### config.mk
export PLATFORM = sky130hd
export DESIGN_NAME = axi_stream_header_arbiter
export DESIGN_NICKNAME = d
export VERILOG_FILES = /design/src/rtl/axi_hdr_pkg.sv /design/src/rtl/rr_arbiter.sv /design/src/rtl/axi_stream_header_arbiter.sv
export SDC_FILE = /design/constraint.sdc
export NUM_CORES = 1
export LEC_CHECK = 0
export ABC_AREA = 1
export CAP_MARGIN = 20
export CORE_MARGIN = 3
export CORE_UTILIZATION = 40
export CTS_BUF_LIST = sky130_fd_sc_hd__clkbuf_16
export DETAILED_ROUTE_END_ITERATION = 8
export GPL_TIMING_DRIVEN = 0
export PLACE_DENSITY = 0.86
export SETUP_SLACK_MARGIN = 0.15
export SYNTH_ARGS = -nofsm -noshare
export SYNTH_HDL_FRONTEND = slang
export SYNTH_HIERARCHICAL = 1
export SYNTH_SLANG_ARGS = --single-unit
### constraint.sdc
create_clock -name clk -period 3.85 [get_ports clk]
set_input_delay 0.9625 -clock clk [delete_from_list [all_inputs] [get_ports clk]]
set_output_delay 0.9625 -clock clk [all_outputs]
set_load 0.01 [all_outputs]
### src/rtl/axi_hdr_pkg.sv
// ============================================================================
// Module   : axi_hdr_pkg
// Brief    : Shared state encoding and default widths for the header arbiter
//            and the header-insert engine it feeds.
// Revision : 1.0
// ============================================================================
`default_nettype none

package axi_hdr_pkg;

    typedef enum logic [1:0] {
        ST_IDLE  = 2'd0,
        ST_OFFER = 2'd1,
        ST_BUSY  = 2'd2
    } hdr_state_e;

    localparam int HDR_DATA_WD      = 32;
    localparam int HDR_DATA_BYTE_WD = HDR_DATA_WD / 8;
    localparam int HDR_BYTE_CNT_WD  = $clog2(HDR_DATA_BYTE_WD);

endpackage

`default_nettype wire

### src/rtl/rr_arbiter.sv
// ============================================================================
// Module   : rr_arbiter
// Brief    : Combinational round-robin pick: first set request at or above
//            ptr (wrapping), as a one-hot grant plus its encoded index.
// Revision : 1.0
// ============================================================================
`default_nettype none

module rr_arbiter #(
    parameter int N      = 4,
    parameter int IDX_WD = $clog2(N)
) (
    input  logic [N-1:0]      req,
    input  logic [IDX_WD-1:0] ptr,
    output logic [N-1:0]      grant,
    output logic [IDX_WD-1:0] idx,
    output logic              any
);

    always_comb begin
        int pos;
        grant = '0;
        idx   = '0;
        any   = 1'b0;
        pos   = 0;
        for (int i = 0; i < N; i++) begin
            // ptr is always < N, so a single subtraction is enough to wrap
            pos = int'(ptr) + i;
            if (pos >= N) pos = pos - N;
            if (!any && req[pos]) begin
                any        = 1'b1;
                grant[pos] = 1'b1;
                idx        = IDX_WD'(pos);
            end
        end
    end

endmodule

`default_nettype wire

### src/rtl/axi_stream_header_arbiter.sv
// ============================================================================
// Module   : axi_stream_header_arbiter
// Brief    : Round-robin arbiter sharing one header-insert engine between
//            N_REQ requesters; grant held until the packet's last beat.
// Revision : 1.0
// ============================================================================
`default_nettype none

module axi_stream_header_arbiter
    import axi_hdr_pkg::*;
#(
    parameter int N_REQ        = 4,
    parameter int DATA_WD      = HDR_DATA_WD,
    parameter int DATA_BYTE_WD = DATA_WD / 8,
    parameter int BYTE_CNT_WD  = $clog2(DATA_BYTE_WD),
    parameter int TIMEOUT      = 1024
) (
    input  logic                            clk,
    input  logic                            rst,
    input  logic [N_REQ-1:0]                req_valid,
    input  logic [N_REQ*DATA_WD-1:0]        req_data,
    input  logic [N_REQ*DATA_BYTE_WD-1:0]   req_keep,
    input  logic [N_REQ*BYTE_CNT_WD-1:0]    req_byte_cnt,
    output logic [N_REQ-1:0]                req_ready,
    output logic                            hdr_valid,
    output logic [DATA_WD-1:0]              hdr_data,
    output logic [DATA_BYTE_WD-1:0]         hdr_keep,
    output logic [BYTE_CNT_WD-1:0]          hdr_byte_cnt,
    input  logic                            hdr_ready,
    input  logic                            mon_valid,
    input  logic                            mon_ready,
    input  logic                            mon_last,
    output logic [$clog2(N_REQ)-1:0]        grant_id,
    output logic                            busy,
    output logic                            err_timeout,
    output logic                            err_stray_last
);

    localparam int IDX_WD  = $clog2(N_REQ);
    localparam int WDOG_WD = (TIMEOUT > 1) ? $clog2(TIMEOUT) : 1;
    localparam logic [WDOG_WD-1:0] WDOG_LAST = WDOG_WD'((TIMEOUT > 0) ? TIMEOUT - 1 : 0);

    hdr_state_e                 r_state, w_state_nxt;
    logic [IDX_WD-1:0]          r_ptr, w_ptr_nxt;
    logic [WDOG_WD-1:0]         r_wdog, w_wdog_nxt;
    logic [IDX_WD-1:0]          r_grant_id;
    logic [DATA_WD-1:0]         r_data;
    logic [DATA_BYTE_WD-1:0]    r_keep;
    logic [BYTE_CNT_WD-1:0]     r_byte_cnt;
    logic                       r_err_timeout;
    logic                       r_err_stray;

    logic [N_REQ-1:0]           w_grant;
    logic [IDX_WD-1:0]          w_idx;
    logic                       w_any;
    logic                       w_beat;
    logic                       w_last;
    logic                       w_capture;
    logic                       w_set_timeout;
    logic                       w_set_stray;

    function automatic logic [IDX_WD-1:0] next_idx(input logic [IDX_WD-1:0] cur);
        if (cur == IDX_WD'(N_REQ - 1)) next_idx = '0;
        else                           next_idx = cur + IDX_WD'(1);
    endfunction

    rr_arbiter #(
        .N      (N_REQ),
        .IDX_WD (IDX_WD)
    ) u_rr_arbiter (
        .req   (req_valid),
        .ptr   (r_ptr),
        .grant (w_grant),
        .idx   (w_idx),
        .any   (w_any)
    );

    assign w_beat = mon_valid & mon_ready;
    assign w_last = w_beat & mon_last;

    always_comb begin
        w_state_nxt   = r_state;
        w_ptr_nxt     = r_ptr;
        w_wdog_nxt    = '0;
        w_capture     = 1'b0;
        w_set_timeout = 1'b0;
        w_set_stray   = 1'b0;
        case (r_state)
            ST_IDLE: begin
                w_set_stray = w_last;
                if (w_any) begin
                    w_capture   = 1'b1;
                    w_state_nxt = ST_OFFER;
                end
            end
            ST_OFFER: begin
                // a last beat here cannot belong to this grant's packet yet
                w_set_stray = w_last;
                if (hdr_ready) w_state_nxt = ST_BUSY;
            end
            ST_BUSY: begin
                if (w_last) begin
                    w_state_nxt = ST_IDLE;
                    w_ptr_nxt   = next_idx(r_grant_id);
                end else if (w_beat) begin
                    w_wdog_nxt = '0;
                end else if ((TIMEOUT != 0) && (r_wdog == WDOG_LAST)) begin
                    w_set_timeout = 1'b1;
                    w_state_nxt   = ST_IDLE;
                    w_ptr_nxt     = next_idx(r_grant_id);
                end else begin
                    w_wdog_nxt = r_wdog + WDOG_WD'(1);
                end
            end
            default: w_state_nxt = ST_IDLE;
        endcase
    end

    always_ff @(posedge clk or posedge rst) begin
        if (rst) begin
            r_state <= ST_IDLE;
            r_ptr   <= '0;
            r_wdog  <= '0;
        end else begin
            r_state <= w_state_nxt;
            r_ptr   <= w_ptr_nxt;
            r_wdog  <= w_wdog_nxt;
        end
    end

    always_ff @(posedge clk or posedge rst) begin
        if (rst) begin
            r_grant_id    <= '0;
            r_data        <= '0;
            r_keep        <= '0;
            r_byte_cnt    <= '0;
            r_err_timeout <= 1'b0;
            r_err_stray   <= 1'b0;
        end else begin
            if (w_capture) begin
                r_grant_id <= w_idx;
                r_data     <= req_data[w_idx*DATA_WD +: DATA_WD];
                r_keep     <= req_keep[w_idx*DATA_BYTE_WD +: DATA_BYTE_WD];
                r_byte_cnt <= req_byte_cnt[w_idx*BYTE_CNT_WD +: BYTE_CNT_WD];
            end
            if (w_set_timeout) r_err_timeout <= 1'b1;
            if (w_set_stray)   r_err_stray   <= 1'b1;
        end
    end

    // req_ready is combinational, so it must also be masked while rst is held
    assign req_ready      = ((r_state == ST_IDLE) && !rst) ? w_grant : '0;
    assign hdr_valid      = (r_state == ST_OFFER);
    assign hdr_data       = r_data;
    assign hdr_keep       = r_keep;
    assign hdr_byte_cnt   = r_byte_cnt;
    assign grant_id       = r_grant_id;
    assign busy           = (r_state != ST_IDLE);
    assign err_timeout    = r_err_timeout;
    assign err_stray_last = r_err_stray;

endmodule

`default_nettype wire

==> results.md <==
Critical path:
- The worst setup path is captured at a primary output.
- The worst path required time is about 2.9 ns.
- For this run, the slowest stage of the critical path takes roughly 0.46 ns.
- The standard cell with the maximum stage delay on the critical path is sky130_fd_sc_hd__clkdlybuf4s50_1.
- The kind of cell with the highest combined delay on the critical path is buffers and inverters.
- The largest driver fanout on the critical path is 10.
- Traced cell by cell, the critical path runs through clkdlybuf4s50_1 > inv_1 > nand2_1 > nand3_4 > nand2_2 > nor2_4 > buf_6 > nand4_1 > nand3_1 > inv_1 > nor2_1 > clkdlybuf4s15_1.
- Data on the critical path arrives at its endpoint at between 2 and 3 ns.
- The worst setup path is launched from a primary input.
- The cell with the most instances on the worst path is sky130_fd_sc_hd__inv_1.
- The worst setup path category is in -> out.
- The number of buffer and inverter stages on the critical path is 5.

Synth:
- The count of cell types in the netlist is 32.
- Yosys printed 6 warnings.
- For this run, the leading register cell type out of synthesis is sky130_fd_sc_hd__dfrtp_1.
- For this run, the register share of the synthesized area comes to 0.363.
- The cell type with the largest total area after synthesis is sky130_fd_sc_hd__dfrtp_1.
- After synthesis, the most frequently instantiated cells are sky130_fd_sc_hd__nor2_1, sky130_fd_sc_hd__nand2_1, sky130_fd_sc_hd__dfrtp_1.
- The net count of the mapped netlist is 734.
- In this run, synthesis inferred 0 flip-flops with an integrated enable.
- The number of synthesized register bits is 56.
- The most common cell in the synthesized netlist is sky130_fd_sc_hd__nor2_1.
- Of the post-synthesis cell area, the dominant cell type holds 0.363.
- Yosys attributes the largest share of cell area to sky130_fd_sc_hd__dfrtp_1, sky130_fd_sc_hd__nor2_1, sky130_fd_sc_hd__nand2_1.
- The average footprint of a synthesized cell is just under 7 um2.
- Counting every instance in the synthesized netlist gives between 500 and 600.
- Counting flops with an async set or reset pin after synthesis yields a share of 1.00.
- Summing every instance area after synthesis gives 3860 um2.

Global route:
- The overall global routing resource usage is 0.257.
- Entering global routing, the biggest net connects 35 pins.
- For this run the aggregate overflow at the end of global routing stands at 0.
- The via count of the first global-routing pass is ~4600.
- The initial antenna violation count came to 0.
- The first-pass GRT wire length is 22800 um.

STA:
- Setup repair after global routing left no endpoint under its margin.
- The post-layout minimum cycle time is ~3.6 ns.
- The final cycle utilization of the critical path is 0.939.
- In this run the tightest slew margin relative to its limit is 0.637.
- Setup violations remaining at the end of the flow were counted as 0.
- The number of max-slew violations in the final report is 0.
- The post-route worst hold slack is around 0.46 ns.
- The worst clock skew is between 0.003 and 0.004 ns.
- The fmax is 0.277 GHz.
- The number of failing hold endpoints at the final stage is 0.
- For the pin with the worst max-slew slack, the measured transition is ~0.54 ns.

Routing:
- The post-route DRC violation count is 0.
- The wire length per cell after detailed routing is ~16 um.
- The number of vias per cell is 5.25.
- The first TritonRoute pass finished after 5 iterations.
- For this block, the via count after detailed routing is between 4000 and 5000.
- The antenna violation net count after detailed routing is 0.
- After the first detailed-routing iteration, the DRC count stood at between 200 and 300.
- The final wirelength is between 10000 and 15000 um.

Finish:
- The share of the core filled with cells in the final layout is 0.678.
- For this run, the post-layout net count is about 950.
- The multi-input combinational cells in the finished layout cover a total of around 2100 um2.
- In the final layout, flip-flops and latches occupy about 1400 um2.
- The signed area change from the synthesized netlist to the final layout is 63.8%.
- Counting the fill cells in the layout gives 789.
- The fraction of layout cells with a size suffix above 1 is 0.0856.
- The antenna diode count is 0.

Placement:
- Port buffering added about 210 buffers.
- After legalization and detailed placement, the total HPWL measured ~11000 um.
- Routability-driven placement finished with a final weighted congestion of between 0.9 and 1.

Clocking:
- The longest clock path from root to sink contains 2 buffers.
- The tree is rooted in a sky130_fd_sc_hd__clkbuf_16.
- The sink count of the clock tree is 56.
- TritonCTS built the clock tree.
- Clock tree synthesis inserted a total of 5 buffers.
- The number of hold buffers added after CTS was 0.
- The insertion delay of the later-clocked pin in the worst-skew pair is 0.30 ns.
- The H-tree depth reported by CTS is 2.
- The clock transition at the registers of the reported paths is 0.08 ns.

Floorplanning:
- Measured along the y axis, the die boundary spans 104 um.
- The die covers 10900 um2.
- After floorplanning, the core was sized to cover approximately 9300 um2.
- For this configuration, the core starts out at a cell density of 0.414.
- In this run the horizontal extent of the chip is about 100 um.
- Pin placement for this block handled between 200 and 250 I/O pins.
- In this run the core area contains 35 standard-cell rows.

Outcome:
- The run finished with clean final reports.

Power:
- The power per cell area is roughly 1000 nW/um2.
- The clock group share of total power is 0.074.
- Of the total power, registers draw 0.156.
- Cell internal power was estimated by the tool at between 3 and 4 mW.
- Summed over all nets, the switching power comes to 3.39 mW.
- Across the VDD grid, the largest voltage drop is between 0.5 and 0.6 mV.
- The leakage power figure is around 2.8 nW.
- The combinational group share of total power is 0.771.
- Overall power consumption after layout is estimated at 6.52 mW.
- The fraction of power spent switching nets is 0.521.

Run:
- The max-capacitance violation count is 0.

Hold path:
- In this run the worst hold path is classified as reg -> reg.
==> placed cells by master (no fill, tap or decap), drive strengths merged, types with 2 or more instances in the layout <==
master,count
nor2,149
ha,10
buf,27
inv,29
a31oi,17
a21oi,8
nand4,9
nand3,20
o21bai,2
dfrtp,56
a21boi,4
clkdlybuf4s50,204
o22ai,22
clkbuf,17
o21ai,79
nor3b,2
nand2,120
==> power by group through the flow <==
stage          Combinational [mW]  Clock (mW)  Sequential (mW)
3_3_place_gp                 4.76           0             1.01
6_report                     5.02       0.479             1.02
3_5_place_dp                 4.91           0             1.02
5_1_grt                      5.55       0.506             1.05
2_1_floorplan                3.17           0             1.10
4_1_cts                      4.93       0.488             1.01
==> timing repair <==
item	4_1_cts	5_1_grt
endpoints found under the hold margin	0	0
endpoints found under the setup margin	4	4
setup buffers	0	3
gates resized for setup	7	15
pin swaps	0	2
==> final timing paths <==
path                       cells past startpoint                 endpoint  slack [ns]                 start
setup / recovery                              12             req_ready[0]        0.24          req_valid[1]
hold / removal                                 1      r_wdog[0]$_DFF_PP0_        0.46   r_wdog[0]$_DFF_PP0_
setup reg to reg                              13  hdr_data[5]$_DFFE_PP0P_        0.87  r_ptr[1]$_DFFE_PP0P_
hold reg to reg                                1      r_wdog[0]$_DFF_PP0_        0.46   r_wdog[0]$_DFF_PP0_
max in group asynchronous                      3     r_ptr[0]$_DFFE_PP0P_        2.34                   rst
min in group asynchronous                      2  hdr_data[5]$_DFFE_PP0P_        1.01                   rst
==> per-layer routing <==
layer  global-route usage  vias up  wire [um]
met2                0.459      259       7250
li1                     -     2297          -
met1                0.300     2193       5570
met5                    0        -          0
met3               0.0658       41       1210
met4               0.0855        0        427
==> cell families after synthesis <==
| logic type | count (synthesis) | synth area share |
|---|---|---|
| AOI/OAI and AO/OA | 133 | 0.190 |
| xor gates and xnor gates | 1 | 0.00227 |
| adders and majority gates | 10 | 0.0324 |
| buffers and inverters | 60 | 0.0875 |
| DFF | 56 | 0.363 |
| and+or+nand+nor | 302 | 0.325 |
==> worst register-to-register path: stages, from the launching register on <==
cell and delay [ns]:
sky130_fd_sc_hd__dfrtp_2 0.48, sky130_fd_sc_hd__inv_1 0.25, sky130_fd_sc_hd__ha_1 0.36, sky130_fd_sc_hd__inv_1 0.16, sky130_fd_sc_hd__nand2_1 0.07, sky130_fd_sc_hd__nand2_1 0.10, sky130_fd_sc_hd__nor2_4 0.06, sky130_fd_sc_hd__buf_6 0.13
sky130_fd_sc_hd__nand4_1 0.08, sky130_fd_sc_hd__nand3_1 0.22, sky130_fd_sc_hd__inv_2 0.18, sky130_fd_sc_hd__clkbuf_1 0.43, sky130_fd_sc_hd__o21ai_0 0.18, sky130_fd_sc_hd__a31oi_1 0.20
==> registers in the layout (all words and copies together) (netlist names) <==
register / cells
err_timeout: 1
grant_id: 2
hdr_byte_cnt: 2
r_ptr: 2
hdr_data: 32
err_stray_last: 1
hdr_keep: 4
r_state: 2
r_wdog: 10
==> metrics by stage <==
step	setup TNS [ns]	instances	setup WS (ns)	instance area (um2)
2_1_floorplan	0	562	0.237	3860
4_1_cts	0	909	0.161	6290
3_5_place_dp	-0.669	901	-0.185	6130
5_1_grt	0	912	0.124	6320
6_report	0	912	0.236	6320
3_3_place_gp	-4.80	900	-1.20	6110
==> final cells by class <==
class                   count  share of cell area
clock buffers               5              0.0198
multi-input cells         446               0.339
plain buffers              32              0.0364
well taps                 129              0.0255
clock inverters             3             0.00396
repair buffers            213               0.336
inverters                  28              0.0174
flip-flops and latches     56               0.222
Note: power is estimated with default switching activity, not from simulation.
